$ cat src/rtl/video_mem_pkg.sv
// Shared definitions for the one-line video buffer sequencer.
//   DEFAULT_DEPTH  - bits in the 1-bit shift-register line store (power of two)
//   DEFAULT_ADDR_W - log2(DEFAULT_DEPTH), width of position / write address
//   state_t        - sequencer states
package video_mem_pkg;

    localparam int DEFAULT_DEPTH  = 256;
    localparam int DEFAULT_ADDR_W = 8;

    typedef enum logic [1:0] {
        IDLE   = 2'd0,
        SCAN   = 2'd1,
        ROTATE = 2'd2
    } state_t;

endpackage

$ cat src/rtl/video_wr_slot.sv
// Single-entry holding register for host bit writes.
//   clk, rst      - clock, synchronous active-high reset
//   wr_req        - host request; captured when the slot is empty
//   wr_addr/data  - bit index and value to write
//   commit        - the held write was shifted into the store this cycle
//   full          - slot holds a pending write
//   addr_held     - pending write address
//   data_held     - pending write value
//   wr_ready      - slot empty (a request this cycle is accepted)
//   wr_done       - one-cycle pulse the cycle after commit
module video_wr_slot #(
    parameter int ADDR_W = 8
) (
    input  logic              clk,
    input  logic              rst,
    input  logic              wr_req,
    input  logic [ADDR_W-1:0] wr_addr,
    input  logic              wr_data,
    input  logic              commit,
    output logic              full,
    output logic [ADDR_W-1:0] addr_held,
    output logic              data_held,
    output logic              wr_ready,
    output logic              wr_done
);

    logic              r_full;
    logic [ADDR_W-1:0] r_addr;
    logic              r_data;
    logic              r_done;

    // NOTE: sequential state uses non-blocking assignments so every register
    // samples the pre-edge values of its neighbours.
    always_ff @(posedge clk) begin
        if (rst) begin
            r_full <= 1'b0;
            r_addr <= '0;
            r_data <= 1'b0;
            r_done <= 1'b0;
        end else begin
            r_done <= commit;
            // commit can only happen while full, capture only while empty,
            // so the two never coincide.
            if (commit) begin
                r_full <= 1'b0;
            end else if (wr_req && !r_full) begin
                r_full <= 1'b1;
                r_addr <= wr_addr;
                r_data <= wr_data;
            end
        end
    end

    assign full      = r_full;
    assign addr_held = r_addr;
    assign data_held = r_data;
    assign wr_ready  = ~r_full;
    assign wr_done   = r_done;

endmodule

$ cat src/rtl/video_line_mem_ctrl.sv
// Sequencer for a 1-bit x DEPTH shift-register line store used as a
// one-line video buffer. Data recirculates from fifo_dout to fifo_din so
// the line persists; a pending host write replaces the recirculated bit
// when its address passes the head, either during scanout or during a
// full-length rotation in blanking.
//   line_start, pix_tick, blank_window - video timing inputs
//   wr_req/wr_addr/wr_data, wr_ready, wr_done - host single-bit write
//   pixel_out - registered scanout pixel; busy - not IDLE
//   overrun   - sticky: line_start arrived while not IDLE
//   fifo_enable/fifo_din/fifo_dout/fifo_rst_n - line store interface
module video_line_mem_ctrl #(
    parameter int DEPTH  = 256,
    parameter int ADDR_W = 8
) (
    input  logic              clk,
    input  logic              rst,
    input  logic              line_start,
    input  logic              pix_tick,
    input  logic              blank_window,
    input  logic              wr_req,
    input  logic [ADDR_W-1:0] wr_addr,
    input  logic              wr_data,
    output logic              wr_ready,
    output logic              wr_done,
    output logic              pixel_out,
    output logic              busy,
    output logic              overrun,
    output logic              fifo_enable,
    output logic              fifo_din,
    input  logic              fifo_dout,
    output logic              fifo_rst_n
);
    import video_mem_pkg::*;

    state_t            r_state;
    state_t            w_state_nxt;
    logic [ADDR_W-1:0] r_pos;
    logic              r_pixel;
    logic              r_overrun;

    logic              w_shift;
    logic              w_last;
    logic              w_hit;
    logic              w_commit;
    logic              w_full;
    logic [ADDR_W-1:0] w_addr_held;
    logic              w_data_held;

    video_wr_slot #(.ADDR_W(ADDR_W)) u_wr_slot (
        .clk       (clk),
        .rst       (rst),
        .wr_req    (wr_req),
        .wr_addr   (wr_addr),
        .wr_data   (wr_data),
        .commit    (w_commit),
        .full      (w_full),
        .addr_held (w_addr_held),
        .data_held (w_data_held),
        .wr_ready  (wr_ready),
        .wr_done   (wr_done)
    );

    assign w_shift  = ((r_state == SCAN) && pix_tick) || (r_state == ROTATE);
    assign w_last   = (r_pos == ADDR_W'(DEPTH - 1));
    assign w_hit    = w_full && (r_pos == w_addr_held);
    assign w_commit = w_shift && w_hit;

    // NOTE: the default assignment before the case keeps every path driven,
    // so no latch is inferred for the next-state value.
    always_comb begin
        w_state_nxt = r_state;
        unique case (r_state)
            IDLE: begin
                // A line start wins over starting a blanking rotation.
                if (line_start) begin
                    w_state_nxt = SCAN;
                end else if (w_full && blank_window) begin
                    w_state_nxt = ROTATE;
                end
            end
            SCAN: begin
                if (pix_tick && w_last) begin
                    w_state_nxt = IDLE;
                end
            end
            ROTATE: begin
                // Always a full DEPTH rotation so the head returns to bit 0.
                if (w_last) begin
                    w_state_nxt = IDLE;
                end
            end
            default: w_state_nxt = IDLE;
        endcase
    end

    always_ff @(posedge clk) begin
        if (rst) begin
            r_state   <= IDLE;
            r_pos     <= '0;
            r_pixel   <= 1'b0;
            r_overrun <= 1'b0;
        end else begin
            r_state <= w_state_nxt;
            if (w_shift) begin
                r_pos <= r_pos + 1'b1;
            end
            if (r_state != SCAN) begin
                r_pixel <= 1'b0;
            end else if (pix_tick) begin
                r_pixel <= fifo_dout;
            end
            if (line_start && (r_state != IDLE)) begin
                r_overrun <= 1'b1;
            end
        end
    end

    assign fifo_enable = w_shift;
    assign fifo_din    = w_commit ? w_data_held : fifo_dout;
    assign fifo_rst_n  = ~rst;
    assign pixel_out   = r_pixel;
    assign busy        = (r_state != IDLE);
    assign overrun     = r_overrun;

endmodule

$ cat config.mk
export PLATFORM = sky130hd
export DESIGN_NAME = video_line_mem_ctrl
export DESIGN_NICKNAME = d
export VERILOG_FILES = /design/src/rtl/video_mem_pkg.sv /design/src/rtl/video_wr_slot.sv /design/src/rtl/video_line_mem_ctrl.sv
export SDC_FILE = /design/constraint.sdc
export NUM_CORES = 1
export LEC_CHECK = 0
export CORE_ASPECT_RATIO = 1.75
export CORE_MARGIN = 2
export CORE_UTILIZATION = 35
export CTS_CLUSTER_DIAMETER = 200
export DETAILED_ROUTE_END_ITERATION = 10
export HOLD_SLACK_MARGIN = 0.08
export PLACE_DENSITY_LB_ADDON = 0.25
export SLEW_MARGIN = 10
export SYNTH_ARGS = -nofsm -noshare
export SYNTH_HDL_FRONTEND = slang
export SYNTH_SLANG_ARGS = --single-unit
$ cat constraint.sdc
create_clock -name clk -period 2.5 [get_ports clk]
set_input_delay 0.75 -clock clk [delete_from_list [all_inputs] [get_ports clk]]
set_output_delay 0.75 -clock clk [all_outputs]
set_load 0.03 [all_outputs]
=== After elaboration in Yosys (flattened, before gate mapping) ===
Cells that the tools add are included.

* Eq/ne operators: 8
* Order comparisons: 0
* Multiply operators: 0
* Div/mod/pow operators: 0
* Bitwise logic cells: 3
* Add/sub/neg operators: 1
* Muxes and demuxes: 6
* Shift-type cells: 0
* Reduce and logical (&&, ||, !) cells: 15

{| class="wikitable"
|+ Operator list
! operator !! count
|-
| $add A8 B1 Y8 const B || 1
|-
| $eq A8 B8 Y1 || 1
|-
| $eq A8 B8 Y1 const B || 1
|-
| $mux W2 || 4
|-
| $logic_and A1 B1 Y1 || 7
|-
| $pmux W2 S3 || 1
|-
| $ne A2 B1 Y1 const B || 2
|-
| $reduce_or A2 Y1 || 2
|-
| $ne A3 B3 Y1 const B || 1
|-
| $not A1 Y1 || 3
|-
| $reduce_and A3 Y1 || 1
|-
| $eq A2 B1 Y1 const B || 1
|-
| $eq A2 B2 Y1 const B || 1
|-
| $logic_not A2 Y1 || 1
|-
| $ne A2 B2 Y1 const B || 1
|-
| $reduce_and A2 Y1 || 1
|-
| $reduce_bool A2 Y1 || 1
|-
| $logic_not A1 Y1 || 1
|-
| $logic_or A1 B1 Y1 || 1
|-
| $mux W1 || 1
|}

* Bits in read-only memories: 0
* Output and inout bits: 8
* Bits in writable memories: 0
* Latch bits: 0
* Memories kept: 0
* Logic and storage cells: 41
* Register bits after elaboration: 23

=== Depth between registers and ports, before layout ===
Gate-level depths: netlist of run 1.

* Depth in word-level cells: 6
* Depth in mapped cells: 5
* Mapped depth without buffers: 5

=== Modules after synthesis ===
From an unflattened synthesis of run 1, not the netlist that was laid out.

* Cell total of the unflattened synthesis: 123
* Area total of the unflattened synthesis: 1178.6 µm²

{| class="wikitable"
|+ Modules (own cells, without submodules)
! module !! instances !! area each (µm²) !! sequential area each (µm²) !! cells each
|-
| video_line_mem_ctrl || 1 || 705.7 || 240.2 || 77
|-
| video_wr_slot || 1 || 473.0 || 220.2 || 46
|}

=== Worst setup path after synthesis of run 1 ===
OpenSTA, ideal clock, no wires.

* Path kind: input-to-output
* Start point: input pix_tick
* End point: output fifo_din
* Path slack: 99 ps
* Stages on the path: 4
* Data required time: 1750 ps
* Buffers on the path: 0
* Arrival time: 1651 ps
* Path through: nand3b_2 -> nand2_4 -> and4_4 -> mux2_4

* Word-level cells in the longest chain between the ends: 4

{| class="wikitable"
|+ Ends and longest elaborated chain
! element !! line !! text
|-
| from (decl) || video_line_mem_ctrl.sv:18 || <nowiki>input logic pix_tick,</nowiki>
|-
| $logic_and A1 B1 Y1 || video_line_mem_ctrl.sv:63 || <nowiki>assign w_shift = ((r_state == SCAN) && pix_tick) || (r_state == ROTATE);</nowiki>
|-
| $logic_or A1 B1 Y1 || video_line_mem_ctrl.sv:63 ||
|-
| named net fifo_enable || video_line_mem_ctrl.sv:28 || <nowiki>output logic fifo_enable,</nowiki>
|-
| $logic_and A1 B1 Y1 || video_line_mem_ctrl.sv:66 || <nowiki>assign w_commit = w_shift && w_hit;</nowiki>
|-
| $mux W1 || video_line_mem_ctrl.sv:119 || <nowiki>assign fifo_din = w_commit ? w_data_held : fifo_dout;</nowiki>
|-
| to (decl) || video_line_mem_ctrl.sv:29 || <nowiki>output logic fifo_din,</nowiki>
|}

The timed path passes the listed nets, and every way through them passes these cells.

=== Worst setup path in the final report of run 1 ===
* Start point: input pix_tick
* End point: output fifo_din

* Word-level cells in the longest chain between the ends: 4

{| class="wikitable"
|+ Ends and longest elaborated chain
! element !! line
|-
| $logic_and A1 B1 Y1 || video_line_mem_ctrl.sv:63
|-
| $logic_or A1 B1 Y1 || video_line_mem_ctrl.sv:63
|-
| $logic_and A1 B1 Y1 || video_line_mem_ctrl.sv:66
|-
| $mux W1 || video_line_mem_ctrl.sv:119
|}

Every way passes these cells.

==> flow_metrics.py, run 1 <==
metrics = {
    "outcome": {
        "outcome": "complete, but fails checks",
        "violations": "negative setup slack",
    },
    "route": {
        "drc_errors": 0,
        "first_pass_iters": 4,
        "wl_per_cell_um": 12.4,
        "vias": 926,
        "vias_per_cell": 4.90,
        "detail-route-antenna-nets": 0,
        "drtIter0Drc": 15,
        "wl_um": 2340,
    },
    "floorplanning": {
        "dieWidth_um": 45.1,
        "die_area_mm2": 0.00343,
        "row_count": 26,
        "ios": 24,
        "core-area_mm2": 0.00286,
        "fp.dieH_um": 76.0,
        "initial_core_util_pct": 36.2,
    },
    "setup_path": {
        "end_kind": "output port",
        "rr_worst_depth": 5,
        "critPathRequiredTime_ps": 1750,
        "critPathLaunchType": "input port",
        "r2r_slack_ps": 1010,
        "critPathKind": "in2out",
        "cp_data_arrival_time_ps": 1840,
        "path_max_fanout": 2,
    },
    "timing": {
        "fin_skew_ps": 5.70,
        "layout_min_cycle_time_ps": 2590,
        "setup_viol": 1,
        "setup_ws_ps": -91.7,
        "drv_slew": 0,
        "finalHoldViolCount": 0,
        "worst_slew_pin_slew_ps": 348,
        "slew-limit-headroom_pct": 76.7,
        "final.period_utilization_pct": 104,
        "max_freq_mhz": 386,
        "rsz0062_at_grt": "true",
    },
    "synthesis": {
        "postSynthCellCount": 122,
        "synth-seq-area-share_pct": 44.4,
        "yosys_register_bits": 23,
        "ys_top_cells_by_area": "dfxtp_1 (44%), nand2_1 (8.3%), xor2_1 (6.8%), xnor2_1 (5.9%), a21oi_1 (5.8%)",
        "async_reset_ff_share_pct": 0,
        "synth.distinct_cells": 29,
        "synth_edf_count": 0,
        "avgSynthCellArea_um2": 8.49,
        "dominantRegCellSynth": "dfxtp_1",
        "netlist_top_cells_count": "dfxtp_1 (23), nand2_1 (23), nor2_1 (13), a21oi_1 (12), xor2_1 (8)",
        "synth_area_mm2": 0.00104,
        "syn_nets": 139,
        "yosys.area.top_type": "dfxtp_1",
        "yosys_warnings": 0,
        "synth.top_cell.area_share_pct": 44.4,
    },
    "cells_and_area": {
        "drive_gt1_share_pct": 18.6,
        "syn2layout_area_growth_pct": 40.3,
        "fin_nets": 179,
        "utilization_pct": 50.8,
        "diodes": 0,
    },
    "grt": {
        "grt_pass1_wl_um": 3970,
        "grt_pass1_vias": 939,
        "antenna_found_initial": 0,
        "grt_start_max_net_pins": 22,
        "overflow": 0,
        "track_usage_pct": 15.4,
    },
    "power": {
        "comb_power_share_pct": 18.1,
        "p_seq_share_pct": 51.7,
        "clkPwrFrac_pct": 30.1,
        "cell_internal_pwr_w": 0.000569,
        "p_leak_nw": 0.616,
        "powerDensity_mw_per_mm2": 524,
        "total_power_w": 0.000762,
        "swShare_pct": 25.3,
        "switchingPower_w": 0.000193,
        "ir_worst_vdd_mv": 0.298,
    },
    "clock_tree": {
        "cts_max_level": 1,
        "numCtsBuffers": 3,
        "path_clk_slew_ps": 80,
        "cts_buffer_depth": 2,
        "clock_latency_ps": 270,
        "cts_tree": "yes",
        "cts_sinks": 23,
        "ctsHoldBuffers": 0,
        "root_buffer": "clkbuf_8",
    },
    "run": {
        "max_cap_violations": 0,
    },
    "placed_design": {
        "io_buffers": 23,
        "place_hpwl_um": 1830,
        "place_congestion": 0.783,
    },
    "hold_path": {
        "whs_path_depth": 2,
        "hold_class": "reg2reg",
    },
}
flip-flops by register name, indices dropped and copies added, names as in the netlist:
name / cells
r_pos: 8
u_wr_slot.addr_held: 8
r_state: 2
overrun: 1
pixel_out: 1
u_wr_slot.data_held: 1
u_wr_slot.full: 1
u_wr_slot.wr_done: 1
layer usage:
| metal | part of all wire [%] | GRT usage, % | vias to the layer above | wire length [um] |
|---|---|---|---|---|
| li1 | - | - | 483 | - |
| met1 | 41 | 18.0 | 427 | 968 |
| met2 | 55 | 26.0 | 11 | 1290 |
| met3 | 1.3 | 2.13 | 5 | 31 |
| met4 | 2.3 | 7.06 | 0 | 53 |
| met5 | 0 | 0 | - | 0 |
cells by family (layout without fill, tap and decap cells):
group | after synthesis | count (layout) | synth area share [%]
simple gates | 52 | 52 | 23.8
flops | 23 | 23 | 44.4
compound gates | 21 | 21 | 11.7
xor+xnor | 15 | 15 | 12.7
buf+inv | 8 | 47 | 3.74
mux | 2 | 2 | 2.42
fa+ha+maj | 1 | 1 | 1.21
timing repair:
item | 4_1_cts | 5_1_grt
cloned | 0 | 0
pin swaps | 2 | 1
buffers inserted | 0 | 0
setup endpoints to repair | 1 | 1
gates resized for setup | 11 | 1
placed cells by master (no fill, tap or decap), types with 4 or more instances in the layout:
cell type and n:
dfxtp_1 21, nand3_1 4, clkdlybuf4s50_1 19, nand2_1 23, nor2_1 13, xnor2_1 7, a211oi_1 5, a21oi_1 12
buf_4 19, xor2_1 8
power by group through the flow:
stage | clock, W | sequential (W) | combinational (W)
global placement | 0 | 0.000402 | 0.000137
floorplan | 0 | 0.000405 | 0.0000645
detailed placement | 0 | 0.000402 | 0.000139
global route | 0.000250 | 0.000396 | 0.000152
CTS | 0.000237 | 0.000394 | 0.000141
finish | 0.000229 | 0.000394 | 0.000138
worst paths after layout:
kind / start / endpoint
max reg2reg: r_state[0]$_SDFFE_PP0P_ / r_pos[7]$_SDFFE_PP0P_
min: u_wr_slot.data_held$_SDFFE_PP0P_ / u_wr_slot.data_held$_SDFFE_PP0P_
min reg2reg: u_wr_slot.data_held$_SDFFE_PP0P_ / u_wr_slot.data_held$_SDFFE_PP0P_
max: pix_tick / fifo_din
area by class of cell:
| type | instances | area, um^2 |
|---|---|---|
| fillers | 284 | 1410 |
| multi-input cells | 91 | 546 |
| flip-flops and latches | 23 | 463 |
| repair buffers | 40 | 354 |
| clock buffers | 4 | 45.0 |
| well taps | 28 | 35.0 |
| inverters | 3 | 11.3 |
per-stage QoR:
| step | area (um^2) | TNS, ps | hold WS [ps] | std cells | worst slack, ps |
|---|---|---|---|---|---|
| after floorplan | 1040 | 0 | 436 | 122 | 99.5 |
| after global placement | 1400 | -779 | 451 | 185 | -779 |
| after detailed placement | 1400 | -813 | 458 | 185 | -813 |
| after CTS | 1450 | -101 | 467 | 189 | -101 |
| after global routing | 1450 | -197 | 488 | 189 | -197 |
| final | 1450 | -91.7 | 464 | 189 | -91.7 |
critical path, stage by stage:
cell and delay [ps]:
clkdlybuf4s15_1 240, nand3b_4 110, nand2_4 70, and4_4 230, mux2_4 310, buf_6 140
No activity file was read; power rests on OpenSTA's default activity.
==> run 2: changes to the inputs <==
CORE_MARGIN = unset   (was 2)
MAX_ROUTING_LAYER = met4   (was unset)
==> run 2 against run 1 <==
The run still ends with negative setup slack left. Via count up 0.76%. Core utilization up 2.1 points. Combinational power barely moved. Worst setup slack gained 21 ps. Final area hardly changed. Worst hold slack improved by 6.1 ps. Sequential power about the same. Clock-buffer cell count is 1 lower. Critical endpoint unchanged. Highest routed layer unchanged.
==> flow_metrics.py, run 2 (synthesis gave the netlist of run 1 again) <==
metrics = {
    "outcome": {
        "outcome": "complete, but fails checks",
        "violations": "negative setup slack",
    },
    "clock_tree": {
        "cts_tree": "yes",
        "cts_buffer_depth": 2,
        "cts_sinks": 23,
        "numCtsBuffers": 3,
        "path_clk_slew_ps": 80,
        "clock_latency_ps": 260,
        "ctsHoldBuffers": 0,
        "cts_max_level": 1,
        "root_buffer": "clkbuf_8",
    },
    "floorplanning": {
        "dieWidth_um": 43.1,
        "row_count": 25,
        "ios": 24,
        "initial_core_util_pct": 37.6,
        "core-area_mm2": 0.00275,
        "die_area_mm2": 0.00319,
        "fp.dieH_um": 74.0,
    },
    "timing": {
        "setup_viol": 1,
        "fin_skew_ps": 9.61,
        "setup_ws_ps": -70.2,
        "finalHoldViolCount": 0,
        "rsz0062_at_grt": "true",
        "slew-limit-headroom_pct": 76.9,
        "drv_slew": 0,
        "layout_min_cycle_time_ps": 2570,
        "whs_ps": 470,
        "max_freq_mhz": 389,
        "final.period_utilization_pct": 103,
        "worst_slew_pin_slew_ps": 344,
    },
    "placed_design": {
        "place_hpwl_um": 1830,
        "dpl_cell_area_mm2": 0.00139,
        "place_congestion": 0.799,
        "io_buffers": 23,
        "dp_slack_ps": -787,
    },
    "power": {
        "p_leak_nw": 0.620,
        "ir_worst_vdd_mv": 0.329,
        "switchingPower_w": 0.000194,
        "p_seq_share_pct": 51.9,
        "comb_power_share_pct": 18.1,
        "swShare_pct": 25.6,
        "cell_internal_pwr_w": 0.000566,
        "powerDensity_mw_per_mm2": 522,
        "clkPwrFrac_pct": 30.1,
    },
    "grt": {
        "met2_usage_pct": 31.5,
        "antenna_found_initial": 0,
        "grt_pass1_vias": 971,
        "met3_usage_pct": 2.18,
        "track_usage_pct": 17.0,
        "top_usage_layer": "met2",
        "use_met1_pct": 17.3,
        "grt_pass1_wl_um": 4000,
        "grt_start_max_net_pins": 22,
        "overflow": 0,
    },
    "cells_and_area": {
        "final_area_mm2": 0.00146,
        "diodes": 0,
        "layout_common_cells": "nand2_1 (23), dfxtp_1 (20), clkdlybuf4s50_1 (19), buf_4 (19), nor2_1 (13)",
        "syn2layout_area_growth_pct": 40.5,
        "utilization_pct": 52.9,
        "drive_gt1_share_pct": 19.9,
        "fin_nets": 179,
        "layout_commonest_cell": "nand2_1",
    },
    "route": {
        "vias_per_cell": 4.96,
        "drc_errors": 0,
        "drtIter0Drc": 9,
        "vias": 933,
        "wl_per_cell_um": 12.3,
        "first_pass_iters": 4,
        "detail-route-antenna-nets": 0,
        "wl_um": 2310,
    },
    "setup_path": {
        "path_max_fanout": 2,
        "end_kind": "output port",
        "critPathLaunchType": "flip-flop",
        "critPathKind": "reg2out",
        "critPathRequiredTime_ps": 1750,
        "cp_data_arrival_time_ps": 1820,
    },
    "hold_path": {
        "hold_class": "reg2reg",
    },
    "run": {
        "max_cap_violations": 0,
    },
}
[run 2: routing by layer]
layer | vias up | wire length, um
li1 | 485 | -
met1 | 436 | 933
met2 | 10 | 1320
met3 | 2 | 34
met4 | 0 | 16
met5 | - | 0
[run 2: layout make-up]
| type | instances | area [um^2] |
|---|---|---|
| multi-input cells | 91 | 546 |
| repair buffers | 40 | 354 |
| clock inverters | 1 | 5.00 |
| clock buffers | 3 | 41.3 |
| inverters | 3 | 11.3 |
| flip-flops and latches | 23 | 464 |
| fillers | 264 | 1300 |
| well taps | 27 | 33.8 |
[run 2: power by group through the flow]
stage / sequential (W) / combinational (W) / clock [W]
floorplan: 0.000405 / 0.0000645 / 0
global placement: 0.000402 / 0.000135 / 0
detailed placement: 0.000403 / 0.000137 / 0
CTS: 0.000394 / 0.000138 / 0.000236
global route: 0.000396 / 0.000150 / 0.000254
finish: 0.000394 / 0.000137 / 0.000229
[run 2: final timing paths]
kind | start | endpoint | slack (ps) | depth (start not counted)
hold reg to reg | u_wr_slot.addr_held[1]$_SDFFE_PP0P_ | u_wr_slot.addr_held[1]$_SDFFE_PP0P_ | 470 | 2
hold / removal | u_wr_slot.addr_held[1]$_SDFFE_PP0P_ | u_wr_slot.addr_held[1]$_SDFFE_PP0P_ | 470 | 2
setup / recovery | u_wr_slot.addr_held[0]$_SDFFE_PP0P_ | fifo_din | -70 | 6
setup reg to reg | r_state[0]$_SDFFE_PP0P_ | r_pos[6]$_SDFFE_PP0P_ | 1030 | 5
[run 2: metrics by stage]
| step | cells | TNS, ps | total power, W |
|---|---|---|---|
| after CTS | 187 | -95.5 | 0.000769 |
| after floorplan | 122 | 0 | 0.000469 |
| after detailed placement | 183 | -787 | 0.000539 |
| after global routing | 188 | -133 | 0.000800 |
| final | 188 | -70.2 | 0.000760 |
| after global placement | 183 | -785 | 0.000536 |
[run 2: timing repair]
action,4_1_cts,5_1_grt
endpoints found under the hold margin,0,0
gates resized for setup,11,2
pin swaps,2,1
buffers inserted,0,1
endpoints found under the setup margin,1,1
gates cloned,0,0
[run 2: critical path, stage by stage, from the launching register on]
cell and delay (ps):
dfxtp_2 330, xor2_1 150, nor4_1 270, buf_4 160, and4_4 210, mux2_4 300, buf_6 140
==> run 3: changes to the inputs <==
SETUP_SLACK_MARGIN = 0.2   (was unset)
==> run 3 against run 2 <==
The flow still finishes with violations (negative setup slack). Critical path depth unchanged. Wire length grew 1.8%. Register-to-register slack worse by 50 ps. Fmax is 2.0% lower. First-iteration DRC count grew to 3.3 times the previous value. Sequential share of layout area decreased by 0.70 points. Worst hold slack got worse by 2.4 ps. Total power grew 1.1%. Largest power group unchanged.
==> flow_metrics.py, run 3 (synthesis gave the netlist of run 1 again) <==
metrics = {
    "outcome": {
        "outcome": "complete, but fails checks",
        "violations": "negative setup slack",
    },
    "floorplanning": {
        "ios": 24,
        "dieWidth_um": 43.1,
        "initial_core_util_pct": 37.6,
        "die_area_mm2": 0.00319,
        "core-area_mm2": 0.00275,
        "fp.dieH_um": 74.0,
        "row_count": 25,
    },
    "setup_path": {
        "path_cells": "xor2_1 -> nor4_1 -> buf_4 -> and4_4 -> mux2_4 -> buf_6",
        "critPathRequiredTime_ps": 1750,
        "critPathKind": "reg2out",
        "critPathLaunchType": "flip-flop",
        "path_max_fanout": 2,
        "max_stage_delay_ps": 330,
        "end_kind": "output port",
        "critPathSlowestCell": "dfxtp_2",
        "cp_data_arrival_time_ps": 1870,
    },
    "clock_tree": {
        "clock_latency_ps": 260,
        "cts_tree": "yes",
        "cts_buffer_depth": 2,
        "cts_max_level": 1,
        "numCtsBuffers": 3,
        "path_clk_slew_ps": 80,
        "ctsHoldBuffers": 0,
        "root_buffer": "clkbuf_8",
        "cts_sinks": 23,
    },
    "timing": {
        "setup_viol": 1,
        "final.period_utilization_pct": 105,
        "drv_slew": 0,
        "setup_tns_ps": -121,
        "max_freq_mhz": 381,
        "setup_ws_ps": -121,
        "rsz0062_at_grt": "true",
        "whs_ps": 467,
        "layout_min_cycle_time_ps": 2620,
        "worst_slew_pin_slew_ps": 317,
        "finalHoldViolCount": 0,
        "fin_skew_ps": 3.34,
        "slew-limit-headroom_pct": 78.8,
    },
    "power": {
        "switchingPower_w": 0.000199,
        "ir_worst_vdd_mv": 0.305,
        "cell_internal_pwr_w": 0.000569,
        "swShare_pct": 25.9,
        "p_leak_nw": 0.639,
        "p_seq_share_pct": 51.1,
        "total_power_w": 0.000768,
        "clkPwrFrac_pct": 30.1,
        "comb_power_share_pct": 18.8,
        "powerDensity_mw_per_mm2": 518,
    },
    "grt": {
        "grt_pass1_wl_um": 3980,
        "overflow": 0,
        "track_usage_pct": 16.9,
        "grt_start_max_net_pins": 22,
        "grt_pass1_vias": 933,
        "antenna_found_initial": 0,
    },
    "cells_and_area": {
        "layout_common_cells": "nand2_1 (23), buf_4 (22), dfxtp_1 (21)",
        "fin_nets": 182,
        "drive_gt1_share_pct": 20.7,
        "diodes": 0,
        "layout_commonest_cell": "nand2_1",
        "fill_cells": 264,
        "fin_cells": 191,
        "syn2layout_area_growth_pct": 43.2,
    },
    "route": {
        "wl_per_cell_um": 12.3,
        "first_pass_iters": 4,
        "detail-route-antenna-nets": 0,
        "drtIter0Drc": 30,
        "vias_per_cell": 4.94,
        "drc_errors": 0,
        "vias": 943,
        "wl_um": 2350,
    },
    "placed_design": {
        "place_hpwl_um": 1790,
        "dp_cells": 186,
        "place_congestion": 0.752,
        "io_buffers": 23,
    },
    "hold_path": {
        "hold_class": "reg2reg",
    },
    "run": {
        "max_cap_violations": 0,
    },
}
==> run 3: routing by layer <==
metal  global-route usage, %  up-vias  wire, um
li1                        -      489         -
met3                    2.18        6        48
met2                    28.4       15      1230
met1                    18.6      433       995
met4                    10.1        0        75
met5                       -        -         0
==> run 3: cell type report <==
| cell class | instances | area [um^2] | area share (%) |
|---|---|---|---|
| clock inverter | 1 | 5.00 | 0.337 |
| inverter | 3 | 11.3 | 0.759 |
| clock buffer | 3 | 41.3 | 2.78 |
| multi-input combinational | 91 | 554 | 37.4 |
| timing repair buffer | 43 | 375 | 25.3 |
| sequential | 23 | 463 | 31.2 |
| tap | 27 | 33.8 | 2.28 |
==> run 3: metrics by stage <==
stage          util (%)  setup WS [ps]  instance area [um^2]
2_1_floorplan         -            168                  1050
3_3_place_gp       51.9           -832                  1430
3_5_place_dp       51.9           -850                  1430
4_1_cts            53.9           -145                  1480
5_1_grt            53.9           -200                  1480
6_report           53.9           -121                  1480
==> run 3: power groups by stage <==
| stage | sequential, W | combinational, W | clock [W] |
|---|---|---|---|
| detailed placement | 0.000402 | 0.000145 | 0 |
| global route | 0.000395 | 0.000158 | 0.000256 |
| floorplan | 0.000405 | 0.0000673 | 0 |
| global placement | 0.000401 | 0.000143 | 0 |
| CTS | 0.000393 | 0.000146 | 0.000237 |
| finish | 0.000393 | 0.000144 | 0.000231 |
==> run 3: final timing paths <==
check	from	to	slack, ps	cells after the start
worst max-delay path	u_wr_slot.addr_held[2]$_SDFFE_PP0P_	fifo_din	-120	6
worst min-delay path	u_wr_slot.addr_held[2]$_SDFFE_PP0P_	u_wr_slot.addr_held[2]$_SDFFE_PP0P_	470	2
worst max register to register	u_wr_slot.addr_held[2]$_SDFFE_PP0P_	u_wr_slot.wr_done$_SDFF_PP0_	980	7
worst min register to register	u_wr_slot.addr_held[2]$_SDFFE_PP0P_	u_wr_slot.addr_held[2]$_SDFFE_PP0P_	470	2
==> run 3: worst max-delay path, delay by kind of cell (launching register included) <==
kind,cells,cell delay [ps]
multiplexers,1,310
buffers and inverters,2,310
XOR/XNOR,1,150
flip-flops,1,330
AND/OR/NAND/NOR,2,510
==> run 3: repair_timing <==
| action | 4_1_cts | 5_1_grt |
|---|---|---|
| setup endpoints to repair | 3 | 1 |
| hold endpoints to repair | 0 | 0 |
| gates resized for setup | 12 | 0 |
| pin swaps | 2 | 0 |
| setup buffers | 1 | 0 |
